## config.mk

```make
export PLATFORM = sky130hd
export DESIGN_NAME = sprite_fetch_arbiter_flat
export DESIGN_NICKNAME = d
export VERILOG_FILES = /design/src/rtl/sprite_fetch_arbiter_if.sv /design/src/rtl/sprite_fetch_arbiter.sv /design/src/flat_wrapper.sv
export SDC_FILE = /design/constraint.sdc
export NUM_CORES = 1
export LEC_CHECK = 0
export CAP_MARGIN = 20
export CELL_PAD_IN_SITES_DETAIL_PLACEMENT = 0
export CELL_PAD_IN_SITES_GLOBAL_PLACEMENT = 2
export CORE_ASPECT_RATIO = 0.6
export CORE_UTILIZATION = 30
export CTS_BUF_LIST = sky130_fd_sc_hd__clkbuf_2
export DETAILED_ROUTE_END_ITERATION = 6
export PLACE_DENSITY_LB_ADDON = 0.1
export SKIP_CTS_REPAIR_TIMING = 1
export SYNTH_ARGS = -nofsm -noshare
export SYNTH_HDL_FRONTEND = slang
export SYNTH_SLANG_ARGS = --single-unit
```

## constraint.sdc

```tcl
create_clock -name clk -period 6.85 [get_ports clk]
set_input_delay 1.37 -clock clk [delete_from_list [all_inputs] [get_ports clk]]
set_output_delay 1.37 -clock clk [all_outputs]
set_load 0.01 [all_outputs]
```

## src/rtl/sprite_fetch_arbiter_if.sv

```systemverilog
// CPU-side and RAM-side signals of the sprite fetch arbiter.
// slave is the arbiter view; master is the CPU/RAM view.
interface sprite_fetch_arbiter_if #(
    parameter int ADDRESS_WIDTH = 12,
    parameter int DATA_WIDTH    = 32
);
    logic                     cpu_req;
    logic                     cpu_wEn;
    logic [ADDRESS_WIDTH-1:0] cpu_addr;
    logic [DATA_WIDTH-1:0]    cpu_dataIn;
    logic                     cpu_ack;
    logic [DATA_WIDTH-1:0]    cpu_rdata;
    logic                     cpu_rdata_valid;
    logic                     ram_wEn;
    logic [ADDRESS_WIDTH-1:0] ram_addr;
    logic [DATA_WIDTH-1:0]    ram_dataIn;
    logic [DATA_WIDTH-1:0]    ram_dataOut;

    modport slave (
        input  cpu_req, cpu_wEn, cpu_addr, cpu_dataIn,
        input  ram_dataOut,
        output cpu_ack, cpu_rdata, cpu_rdata_valid,
        output ram_wEn, ram_addr, ram_dataIn
    );

    modport master (
        output cpu_req, cpu_wEn, cpu_addr, cpu_dataIn,
        output ram_dataOut,
        input  cpu_ack, cpu_rdata, cpu_rdata_valid,
        input  ram_wEn, ram_addr, ram_dataIn
    );
endinterface

```

## src/rtl/sprite_fetch_arbiter.sv

```systemverilog
// Shares one RAM port between the CPU and a per-frame sprite table fetch.
// The renderer sees a double-buffered table that only changes on commit.
module sprite_fetch_arbiter #(
    parameter int NUM_SPRITES   = 10,
    parameter int BASE_ADDR     = 1010,
    parameter int STRIDE        = 10,
    parameter int COORD_WIDTH   = 10,
    parameter int ADDRESS_WIDTH = 12,
    parameter int DATA_WIDTH    = 32
) (
    input  logic clk,
    input  logic reset_n,
    input  logic frame_start,
    sprite_fetch_arbiter_if.slave bus,
    output logic [NUM_SPRITES*COORD_WIDTH-1:0] spriteX_bus,
    output logic [NUM_SPRITES*COORD_WIDTH-1:0] spriteY_bus,
    output logic table_valid,
    output logic frame_done,
    output logic frame_overrun
);
    localparam int LAST = 2*NUM_SPRITES - 1;
    localparam int IW   = $clog2(2*NUM_SPRITES);

    typedef enum logic [1:0] {
        IDLE,
        FETCH,
        DRAIN,
        COMMIT
    } state_t;

    state_t state;
    logic [IW-1:0] idx;
    logic [IW-1:0] cap_idx;
    logic cap_valid;
    logic [ADDRESS_WIDTH-1:0] fetch_addr;
    logic [ADDRESS_WIDTH-1:0] addr_q;
    logic [NUM_SPRITES*COORD_WIDTH-1:0] work_x;
    logic [NUM_SPRITES*COORD_WIDTH-1:0] work_y;
    logic [COORD_WIDTH-1:0] cap_word;
    logic grant;
    logic fetching;

    // Fetch wins the tie with the CPU in the frame_start cycle.
    always_comb begin
        fetching = (state == FETCH);
        grant    = 1'b0;
        unique case (1'b1)
            (state == IDLE):   grant = bus.cpu_req & ~frame_start;
            (state == DRAIN):  grant = bus.cpu_req;
            (state == COMMIT): grant = bus.cpu_req;
            default:           grant = 1'b0;
        endcase
    end

    always_comb begin
        bus.ram_addr = addr_q;
        if (fetching)
            bus.ram_addr = fetch_addr;
        else if (grant)
            bus.ram_addr = bus.cpu_addr;
    end

    assign bus.cpu_ack    = grant;
    assign bus.ram_wEn    = grant & bus.cpu_wEn;
    assign bus.ram_dataIn = bus.cpu_dataIn;
    assign bus.cpu_rdata  = bus.ram_dataOut;
    assign cap_word       = bus.ram_dataOut[COORD_WIDTH-1:0];

    always_ff @(posedge clk or negedge reset_n) begin
        if (!reset_n) begin
            state               <= IDLE;
            idx                 <= '0;
            cap_idx             <= '0;
            cap_valid           <= 1'b0;
            fetch_addr          <= ADDRESS_WIDTH'(BASE_ADDR);
            addr_q              <= '0;
            work_x              <= '0;
            work_y              <= '0;
            spriteX_bus         <= '0;
            spriteY_bus         <= '0;
            table_valid         <= 1'b0;
            frame_done          <= 1'b0;
            frame_overrun       <= 1'b0;
            bus.cpu_rdata_valid <= 1'b0;
        end else begin
            frame_done          <= 1'b0;
            bus.cpu_rdata_valid <= grant & ~bus.cpu_wEn;
            addr_q              <= bus.ram_addr;
            cap_valid           <= fetching;
            cap_idx             <= idx;

            // RAM data for the word issued last cycle is on dataOut now.
            if (cap_valid) begin
                if (cap_idx[0])
                    work_y[cap_idx[IW-1:1]*COORD_WIDTH +: COORD_WIDTH] <= cap_word;
                else
                    work_x[cap_idx[IW-1:1]*COORD_WIDTH +: COORD_WIDTH] <= cap_word;
            end

            if (frame_start && state != IDLE)
                frame_overrun <= 1'b1;

            unique case (state)
                IDLE: begin
                    if (frame_start) begin
                        state      <= FETCH;
                        idx        <= '0;
                        fetch_addr <= ADDRESS_WIDTH'(BASE_ADDR);
                    end
                end
                FETCH: begin
                    if (idx == IW'(LAST)) begin
                        state <= DRAIN;
                    end else begin
                        idx <= idx + 1'b1;
                        if (idx[0])
                            fetch_addr <= fetch_addr + ADDRESS_WIDTH'(STRIDE - 1);
                        else
                            fetch_addr <= fetch_addr + 1'b1;
                    end
                end
                DRAIN: begin
                    state <= COMMIT;
                end
                COMMIT: begin
                    spriteX_bus <= work_x;
                    spriteY_bus <= work_y;
                    frame_done  <= 1'b1;
                    table_valid <= 1'b1;
                    state       <= IDLE;
                end
                default: state <= IDLE;
            endcase
        end
    end
endmodule

```

## src/flat_wrapper.sv

```systemverilog
// flat-port wrapper written by rule: the top's interface ports become plain ports
module sprite_fetch_arbiter_flat 
#(
    parameter int NUM_SPRITES   = 10,
    parameter int BASE_ADDR     = 1010,
    parameter int STRIDE        = 10,
    parameter int COORD_WIDTH   = 10,
    parameter int ADDRESS_WIDTH = 12,
    parameter int DATA_WIDTH    = 32
)
  (clk, reset_n, frame_start, spriteX_bus, spriteY_bus, table_valid, frame_done, frame_overrun, bus_cpu_req, bus_cpu_wEn, bus_cpu_addr, bus_cpu_dataIn, bus_ram_dataOut, bus_cpu_ack, bus_cpu_rdata, bus_cpu_rdata_valid, bus_ram_wEn, bus_ram_addr, bus_ram_dataIn);
  sprite_fetch_arbiter_if #(.ADDRESS_WIDTH(ADDRESS_WIDTH), .DATA_WIDTH(DATA_WIDTH)) bus_i ();
  input  logic clk;
  input  logic reset_n;
  input  logic frame_start;
  output logic [NUM_SPRITES*COORD_WIDTH-1:0] spriteX_bus;
  output logic [NUM_SPRITES*COORD_WIDTH-1:0] spriteY_bus;
  output logic table_valid;
  output logic frame_done;
  output logic frame_overrun;
  input wire logic [$bits(bus_i.cpu_req)-1:0] bus_cpu_req;
  input wire logic [$bits(bus_i.cpu_wEn)-1:0] bus_cpu_wEn;
  input wire logic [$bits(bus_i.cpu_addr)-1:0] bus_cpu_addr;
  input wire logic [$bits(bus_i.cpu_dataIn)-1:0] bus_cpu_dataIn;
  input wire logic [$bits(bus_i.ram_dataOut)-1:0] bus_ram_dataOut;
  output wire logic [$bits(bus_i.cpu_ack)-1:0] bus_cpu_ack;
  output wire logic [$bits(bus_i.cpu_rdata)-1:0] bus_cpu_rdata;
  output wire logic [$bits(bus_i.cpu_rdata_valid)-1:0] bus_cpu_rdata_valid;
  output wire logic [$bits(bus_i.ram_wEn)-1:0] bus_ram_wEn;
  output wire logic [$bits(bus_i.ram_addr)-1:0] bus_ram_addr;
  output wire logic [$bits(bus_i.ram_dataIn)-1:0] bus_ram_dataIn;
  assign bus_i.cpu_req = bus_cpu_req;
  assign bus_i.cpu_wEn = bus_cpu_wEn;
  assign bus_i.cpu_addr = bus_cpu_addr;
  assign bus_i.cpu_dataIn = bus_cpu_dataIn;
  assign bus_i.ram_dataOut = bus_ram_dataOut;
  assign bus_cpu_ack = bus_i.cpu_ack;
  assign bus_cpu_rdata = bus_i.cpu_rdata;
  assign bus_cpu_rdata_valid = bus_i.cpu_rdata_valid;
  assign bus_ram_wEn = bus_i.ram_wEn;
  assign bus_ram_addr = bus_i.ram_addr;
  assign bus_ram_dataIn = bus_i.ram_dataIn;
  sprite_fetch_arbiter #(.NUM_SPRITES(NUM_SPRITES), .BASE_ADDR(BASE_ADDR), .STRIDE(STRIDE), .COORD_WIDTH(COORD_WIDTH), .ADDRESS_WIDTH(ADDRESS_WIDTH), .DATA_WIDTH(DATA_WIDTH)) u_core (.clk(clk), .reset_n(reset_n), .frame_start(frame_start), .bus(bus_i), .spriteX_bus(spriteX_bus), .spriteY_bus(spriteY_bus), .table_valid(table_valid), .frame_done(frame_done), .frame_overrun(frame_overrun));
endmodule
```

==> reports/qor.csv, run 1 <==
stage,metric,value,unit
pwr,Power Dens Cells,503,nW/µm²
synthesis,Yosys reg bits,441,
critical_path,cell mode on critical path,nand2_1,
routing,DRT Wirelength,63.1,mm
floorplan,Die ar.,66300,µm²
floorplan,core area,64500,µm²
clock_network,CTS Buf Count,112,
critical_path,Worst Path Buf+Inv,2,
grt,vias in the first global route,13700,
pwr,Int Pwr,6.48,mW
floorplan,IO Pins,363,
synthesis,most common cell in the netlist,dfrtp_1,
synthesis,Async SR Flop Fraction,1.00,
clock_network,CTS tree,done,
critical_path,CP max stage delay,0.62,ns
pwr,Switching Power,5.47,mW
critical_path,CP arrival,3.88,ns
critical_path,Worst Setup End Kind,output pin,
placed_design,placed insts,2541,
timing,WHS,0.264,ns
timing,final setup margin,1.60,ns
synthesis,Post-synth EDFFs,0,
critical_path,Slowest cell on crit path,nor2_1,
pwr,Comb pwr share,0.521,
routing,antenna-violating nets left,0,
timing,Rel. slew slack,0.249,
clock_network,Skew-Pair Late Insertion Delay,1.20,ns
routing,routed vias,13400,
min_path,min-delay worst type,in2async,
pwr,Clk pwr share,0.152,
critical_path,crit path max fanout,11,
synthesis,synthesized area,19600,µm²
grt,largest net degree at the start of global routing,157,
placed_design,RD Place Congestion,0.881,
cells_and_area,Syn-to-layout area delta,21.4,%
pwr,Sw Ratio,0.458,
timing,Final min period,5.25,ns
clock_network,Sink Count,441,
synthesis,Post-Syn Area per Cell,12.8,µm²
critical_path,Worst EP required,5.48,ns
timing,Final Hold Fails,0,
grt,GRT Util Overall,0.191,
clock_network,CTS H-Tree Depth,3,
grt,global-route wire length before repair,93.5,mm
placed_design,DP Area,22800,µm²
floorplan,Die Height,200,µm
synthesis,post-synth top area share,0.555,
timing,Final Cycle Share,0.766,
floorplan,Row Count,72,
timing,RSZ-0062 raised after global routing,no,
run_status,status,"complete, no violations",
critical_path,critical path cell sequence,"inv_1, ha_1, nor2b_1, nor3_1, nor3b_2, nor2_1, nand2_1, nand2_1, clkdlybuf4s50_1",
synthesis,synth top area cells,"dfrtp_1, mux2_2, buf_4, nand2_1, nor2_1",
cells_and_area,Total Nets Final,1900,
placed_design,setup slack at placement,1.63,ns
routing,1st-pass router iterations,5,
pwr,Static Leak,10.7,nW
synthesis,Synth area leader,dfrtp_1,
timing,worst slew pin tran,1.13,ns
critical_path,critical path's top delay family,simple AND/OR/NAND/NOR gates,
routing,drt drc,0,
routing,DRC marker count from the first detailed-route iteration,742,
run,number of max-cap violations,0,
clock_network,CTS Buffer Depth,3,
grt,antenna violations before repair,6,
synthesis,register area share after synthesis,0.564,
synthesis,syn_nets,1629,
clock_network,clock transition at the registers of the reported paths,0.10,ns
grt,total gr overflow,0,
floorplan,Initial Utilization,0.303,
floorplan,die width,332,µm
critical_path,critical path class,reg2out,
synthesis,Post-synth top cells,"dfrtp_1, mux2_2, nand2_1, nor2_1, buf_4",
routing,post-DR vias/cell,4.89,
pwr,total power draw,12.0,mW
synthesis,Synth cell types,74,
cells_and_area,final std cells w/o fill,2734,
placed_design,Port Buf Inserts,254,
pwr,Worst IR Drop VDD,0.000327,V
timing,Setup TNS,0,ns
cells_and_area,Filler cells,6375,
pwr,sequential share of power,0.328,
critical_path,CP Launch Type,flip-flop,
cells_and_area,share of cells above drive strength 1,0.331,
clock_network,clock root buffer master,clkbuf_2,
timing,max-slew violations,0,
synthesis,Post-Syn Instances,1534,
timing,"Setup violations, final",0,
cells_and_area,final core utilization,0.368,
routing,routed len/inst,23.1,µm
timing,Max Clock Freq,0.191,GHz
timing,Worst Skew,0.105,ns
synthesis,Most used DFF post-synth,dfrtp_1,
cells_and_area,Finished Cell Area,23800,µm²
synthesis,Synth warnings,0,
placed_design,DP Wirelength,45.8,mm
[cell usage in the layout, fill, tap and decap left out, drive strengths merged, types with 5 or more instances in the layout]
master,instances
a2111oi,5
a211oi,5
a21oi,27
a22oi,15
a31oi,7
a32oi,6
and2,15
and3,7
buf,36
clkbuf,165
clkdlybuf4s50,253
clkinv,18
dfrtp,434
dfstp,7
ha,13
inv,20
mux2,381
mux2i,17
nand2,108
nand2b,7
nand3,26
nand3b,5
nand4,9
nor2,98
nor2b,8
nor3,25
nor4,5
o21ai,38
o22ai,14
o31ai,17
o32ai,7
o41ai,5
or2,6
or3,10
xnor2,9
xor2,11
[layer usage]
metal  up-vias  part of all wire  GRT usage
li1       6052                 -          -
met3        71             0.061     0.0556
met2       340              0.41      0.256
met4         2             0.011     0.0413
met5         -           0.00019          0
met1      6917              0.52      0.297
[power by group through the flow]
stage                     clock, mW  combinational (mW)  sequential, mW
after floorplan                   0                3.26            3.96
after global placement            0                6.21            3.97
after detailed placement          0                6.22            3.98
after CTS                      1.93                6.25            3.93
after global routing           2.07                6.69            4.04
final                          1.81                6.22            3.92
[flip-flops by register name, indices dropped and copies added (netlist names)]
signal / cells
u_core.cap_valid: 1
u_core.spriteX_bus: 100
u_core.cap_idx: 5
u_core.addr_q: 12
u_core.idx: 5
u_core.spriteY_bus: 100
u_core.bus.cpu_rdata_valid: 1
u_core.frame_done: 1
u_core.work_y: 100
u_core.fetch_addr: 12
u_core.table_valid: 1
u_core.state: 2
u_core.frame_overrun: 1
u_core.work_x: 100
[cell type report]
class | instances | area (µm²) | share of cell area
Clock buffer | 165 | 826 | 0.0347
Sequential cell | 441 | 11000 | 0.465
Inverter | 17 | 63.8 | 0.00268
Multi-Input combinational cell | 944 | 7770 | 0.327
Tap cell | 851 | 1060 | 0.0448
Timing Repair Buffer | 289 | 2830 | 0.119
Clock inverter | 24 | 161 | 0.00679
Antenna cell | 3 | 7.51 | 0.000316
[worst paths after layout]
| check | from | end | slack (ns) | cells after the start |
|---|---|---|---|---|
| worst max-delay path | u_core.state[0] | bus_ram_addr[4] | 1.60 | 9 |
| worst min-delay path | reset_n | u_core.spriteY_bus[96] | 0.26 | 1 |
| worst max register to register | u_core.cap_idx[4] | u_core.work_x[12] | 1.63 | 12 |
| worst min register to register | u_core.work_x[42] | u_core.spriteX_bus[42] | 0.41 | 1 |
| max in group asynchronous | reset_n | u_core.work_y[5] | 5.11 | 2 |
| min in group clk | u_core.work_x[42] | u_core.spriteX_bus[42] | 0.41 | 1 |
[kinds of logic after synthesis]
kind of cell               share of synthesized area
and+or+nand+nor                               0.0791
AOI/OAI and AO/OA                             0.0652
buffers and inverters                         0.0419
DFF                                            0.564
adders and majority gates                    0.00933
muxes                                          0.230
xor gates and xnor gates                     0.00972
Power figures use the tool's default switching activity.
==> run 2, diff against run 1 <==
==> constraint.sdc (replaced) <==
create_clock -name clk -period 4.4 [get_ports clk]
set_input_delay 0.88 -clock clk [delete_from_list [all_inputs] [get_ports clk]]
set_output_delay 0.88 -clock clk [all_outputs]
set_load 0.01 [all_outputs]
==> reports/qor.csv, run 2 (same netlist as run 1, synthesis figures left out) <==
stage,metric,value,unit
run_status,status,"complete, no violations",
critical_path,Worst EP required,5.38,ns
clock_network,CTS Buf Count,110,
timing,Setup TNS,0,ns
critical_path,critical path startpoint,u_core.cap_idx[2],
placed_design,Port Buf Inserts,254,
timing,Worst Skew,0.117,ns
clock_network,Sink Count,441,
floorplan,core area,64500,µm²
grt,total gr overflow,0,
placed_design,placed insts,2613,
min_path,min-delay worst type,in2async,
cells_and_area,"commonest non-fill, non-tap cell in the layout",dfrtp_1,
clock_network,CTS H-Tree Depth,3,
critical_path,CP arrival,5.18,ns
floorplan,Die Height,200,µm
clock_network,clock root buffer master,clkbuf_2,
routing,routed vias,13800,
grt,met1 GRT Util,0.304,
routing,DRC marker count from the first detailed-route iteration,789,
routing,DRT Wirelength,65.2,mm
timing,Final min period,4.20,ns
critical_path,Worst Setup End Kind,flip-flop,
cells_and_area,Total Nets Final,1980,
routing,drt drc,0,
pwr,total power draw,19.3,mW
clock_network,clock transition at the registers of the reported paths,0.11,ns
critical_path,R2R setup slack,0.20,ns
pwr,Power Dens Cells,789,nW/µm²
cells_and_area,share of cells above drive strength 1,0.364,
cells_and_area,Filler cells,6405,
floorplan,Die ar.,66300,µm²
critical_path,crit path max fanout,13,
grt,met3 usage,0.0632,
grt,vias in the first global route,14100,
pwr,Worst IR Drop VDD,0.000410,V
clock_network,CTS tree,done,
grt,global-route wire length before repair,95.9,mm
critical_path,worst flop-to-flop path startpoint,u_core.cap_idx[2],
timing,"Setup violations, final",0,
timing,final setup margin,0.199,ns
timing,RSZ-0062 raised after global routing,no,
grt,GRT Util Overall,0.197,
pwr,Static Leak,11.3,nW
timing,Rel. slew slack,0.322,
timing,worst slew pin tran,1.01,ns
clock_network,CTS Buffer Depth,3,
critical_path,R2R Path End,u_core.work_y[5],
placed_design,RD Place Congestion,0.889,
cells_and_area,most frequent cells in the layout,"dfrtp_1, mux2_2, clkdlybuf4s50_1",
placed_design,DP Wirelength,48.5,mm
placed_design,setup slack at placement,0.0781,ns
routing,routed len/inst,23.1,µm
cells_and_area,Syn-to-layout area delta,24.9,%
floorplan,Initial Utilization,0.303,
critical_path,Setup crit end,u_core.work_y[5],
grt,largest net degree at the start of global routing,86,
floorplan,IO Pins,363,
timing,Final Hold Fails,0,
critical_path,critical path class,reg2reg,
routing,antenna-violating nets left,0,
grt,antenna violations before repair,6,
run,number of max-cap violations,0,
grt,met2 GRT Util,0.260,
critical_path,cells on worst reg2reg path,11,
timing,Max Clock Freq,0.238,GHz
timing,Final Cycle Share,0.955,
clock_network,Skew-Pair Late Insertion Delay,1.20,ns
grt,GRT Max-Usage Layer,met1,
floorplan,die width,332,µm
floorplan,Row Count,72,
routing,1st-pass router iterations,7,
timing,max-slew violations,0,
cells_and_area,final std cells w/o fill,2819,
routing,post-DR vias/cell,4.89,
critical_path,CP Launch Type,flip-flop,
run 2: cell types whose count changed in the layout (fill, tap and decap cells not counted), moves of 2 or more:
cell             before  now
a2111oi_2             2    4
dlymetal6s2s_1        0   11
buf_12                2    6
buf_2                 1    3
inv_2                 1    5
ha_1                 12   10
bufinv_16             2    0
buf_4                32  105
clkinv_1             14   11
diode_2               3    7
clkdlybuf4s50_1     253  242
inv_1                17   15
run 2: metal layers:
metal | part of all wire | up-vias
met5 | 0.00041 | -
met4 | 0.016 | 4
met3 | 0.067 | 95
met2 | 0.40 | 416
met1 | 0.52 | 7073
li1 | - | 6208
run 2: worst min path at each step:
stage / slack (ns) / from / end
5_1_grt: 0.11 / reset_n / u_core.spriteX_bus[89]
4_1_cts: -0.45 / reset_n / u_core.work_y[88]
3_5_place_dp: 0.45 / u_core.idx[3] / u_core.cap_idx[3]
3_3_place_gp: 0.44 / u_core.idx[3] / u_core.cap_idx[3]
6_report: 0.28 / reset_n / u_core.spriteX_bus[89]
2_1_floorplan: 0.39 / u_core.idx[4] / u_core.cap_idx[4]
run 2: final cells by class:
type                    instances  area, µm²  share of cell area
multi-input cells             944       7790               0.319
clock buffers                 165        826              0.0338
clock inverters                23        110             0.00450
inverters                      17       63.8             0.00261
repair buffers                371       3530               0.145
diodes                          7       17.5            0.000716
flip-flops and latches        441      11000               0.452
well taps                     851       1060              0.0435
run 2: through the flow:
step	util	instance area, µm²	hold slack [ns]
finish	0.379	24500	0.281
global route	0.379	24500	0.110
CTS	0.376	24200	-0.447
detailed placement	0.361	23300	0.446
global placement	0.361	23300	0.442
floorplan	-	19600	0.392
run 2: where the power goes:
group          total (mW)  internal, mW  switching [mW]
Clock                2.71         0.999            1.71
Combinational        10.5          4.19            6.28
Sequential           6.12          5.33           0.794
run 2: critical path: stages (launching register included):
cell and delay, ns:
dfrtp_1 0.46, ha_1 0.32, ha_1 0.23, fa_1 0.44, xor2_2 0.37, nor3_1 0.11, ha_1 0.47, buf_4 0.26
nand2_1 0.18, nor2_1 0.51, a41oi_1 0.32, mux2_2 0.34
==> run 3, diff against run 2 <==
--- a/config.mk
+++ b/config.mk
@@ -10,7 +10,7 @@
 export CELL_PAD_IN_SITES_GLOBAL_PLACEMENT = 2
 export CORE_ASPECT_RATIO = 0.6
 export CORE_UTILIZATION = 30
-export CTS_BUF_LIST = sky130_fd_sc_hd__clkbuf_2
+export CTS_BUF_LIST = sky130_fd_sc_hd__clkbuf_8
 export DETAILED_ROUTE_END_ITERATION = 6
 export PLACE_DENSITY_LB_ADDON = 0.1
 export SKIP_CTS_REPAIR_TIMING = 1
==> reports/qor.csv, run 3 (same netlist as run 1, synthesis figures left out) <==
stage,metric,value,unit
floorplan,Initial Utilization,0.303,
pwr,Worst IR Drop VDD,0.000407,V
clock_network,CTS Buf Count,75,
floorplan,die width,332,µm
timing,Worst Skew,0.0216,ns
floorplan,Die Height,200,µm
pwr,sequential share of power,0.303,
run_status,status,"complete, no violations",
timing,worst slew pin tran,0.998,ns
pwr,Sw Ratio,0.433,
timing,Max Clock Freq,0.241,GHz
placed_design,DP Wirelength,48.5,mm
pwr,Static Leak,11.2,nW
routing,antenna-violating nets left,0,
grt,GRT Max-Usage Layer,met1,
placed_design,setup slack at placement,0.0781,ns
pwr,Clk pwr share,0.185,
routing,DRC marker count from the first detailed-route iteration,853,
critical_path,CP Launch Type,flip-flop,
grt,vias in the first global route,14000,
grt,antenna violations before repair,5,
run,number of max-cap violations,0,
cells_and_area,Syn-to-layout area delta,27.0,%
pwr,Int Pwr,11.5,mW
pwr,Power Dens Cells,814,nW/µm²
clock_network,clock transition at the registers of the reported paths,0.06,ns
grt,met2 GRT Util,0.262,
grt,total gr overflow,0,
timing,max-slew violations,0,
floorplan,Die ar.,66300,µm²
grt,largest net degree at the start of global routing,86,
grt,met1 GRT Util,0.303,
clock_network,CTS H-Tree Depth,3,
placed_design,RD Place Congestion,0.889,
cells_and_area,Total Nets Final,1936,
critical_path,CP arrival,4.68,ns
timing,final setup margin,0.258,ns
grt,met3 usage,0.0558,
critical_path,crit path max fanout,7,
timing,"Setup violations, final",0,
clock_network,CTS Buffer Depth,3,
clock_network,Sink Count,441,
timing,Final Cycle Share,0.941,
pwr,Switching Power,8.76,mW
timing,Setup TNS,0,ns
min_path,min-delay worst type,in2async,
grt,GRT Util Overall,0.197,
routing,drt drc,0,
routing,post-DR vias/cell,4.92,
floorplan,IO Pins,363,
timing,Final min period,4.14,ns
clock_network,CTS tree,done,
critical_path,critical path class,reg2reg,
cells_and_area,"commonest non-fill, non-tap cell in the layout",dfrtp_1,
grt,global-route wire length before repair,95.7,mm
routing,1st-pass router iterations,5,
cells_and_area,share of cells above drive strength 1,0.331,
floorplan,core area,64500,µm²
clock_network,clock root buffer master,clkbuf_8,
timing,Rel. slew slack,0.328,
routing,routed vias,13500,
critical_path,Worst EP required,4.94,ns
timing,RSZ-0062 raised after global routing,no,
routing,routed len/inst,23.5,µm
routing,DRT Wirelength,64.8,mm
timing,Final Hold Fails,0,
floorplan,Row Count,72,
placed_design,Port Buf Inserts,254,
clock_network,Skew-Pair Late Insertion Delay,0.67,ns
pwr,Comb pwr share,0.512,
critical_path,Worst Setup End Kind,flip-flop,
cells_and_area,most frequent cells in the layout,"dfrtp_1, mux2_2, clkdlybuf4s50_1",
cells_and_area,final core utilization,0.385,
run 3: final timing paths:
path	start	endpoint	slack, ns	depth (start not counted)
worst max register to register	u_core.cap_idx[2]	u_core.work_x[78]	0.26	10
min in group clk	u_core.frame_overrun	u_core.frame_overrun	0.46	1
max in group asynchronous	reset_n	u_core.work_y[71]	3.25	2
worst min register to register	u_core.frame_overrun	u_core.frame_overrun	0.46	1
worst max-delay path	u_core.cap_idx[2]	u_core.work_x[78]	0.26	10
worst min-delay path	reset_n	u_core.spriteY_bus[88]	0.22	1
run 3: layout make-up:
type                       count  area [µm²]
tap                          851        1060
clock inverter                39         205
sequential                   441       11000
inverter                      17        63.8
multi-input combinational    944        7760
antenna                        2        5.00
clock buffer                  96        1320
fill                        6293       39600
timing repair buffer         362        3400
run 3: power groups by stage:
stage | logic [mW] | registers (mW) | clock network [mW]
floorplan | 5.07 | 6.17 | 0
global placement | 10.3 | 6.20 | 0
detailed placement | 10.3 | 6.22 | 0
CTS | 10.3 | 6.16 | 3.92
global route | 11.1 | 6.32 | 4.10
finish | 10.4 | 6.14 | 3.75
run 3: worst max-delay path, cell delays in order (launching register included):
cell and delay (ns):
dfrtp_1 0.45, ha_1 0.32, ha_1 0.23, fa_1 0.60, nor2b_1 0.08, a2111oi_2 0.61, nor2_1 0.34, buf_4 0.26
or3_1 0.48, nor2_1 0.26, mux2_2 0.37
run 3: per-layer routing:
layer | up-vias | wire (µm)
li1 | 6073 | -
met1 | 6973 | 33500
met2 | 382 | 25600
met3 | 103 | 4330
met4 | 2 | 1310
met5 | - | 13
run 3: stage by stage:
step	instance area [µm²]	hold slack, ns	total power [mW]	cells
after detailed placement	23300	0.446	16.5	2613
after floorplan	19600	0.392	11.2	1534
after global placement	23300	0.442	16.5	2612
after CTS	24800	0.189	20.4	2748
after global routing	24900	0.222	21.5	2750
final	24900	0.221	20.2	2752
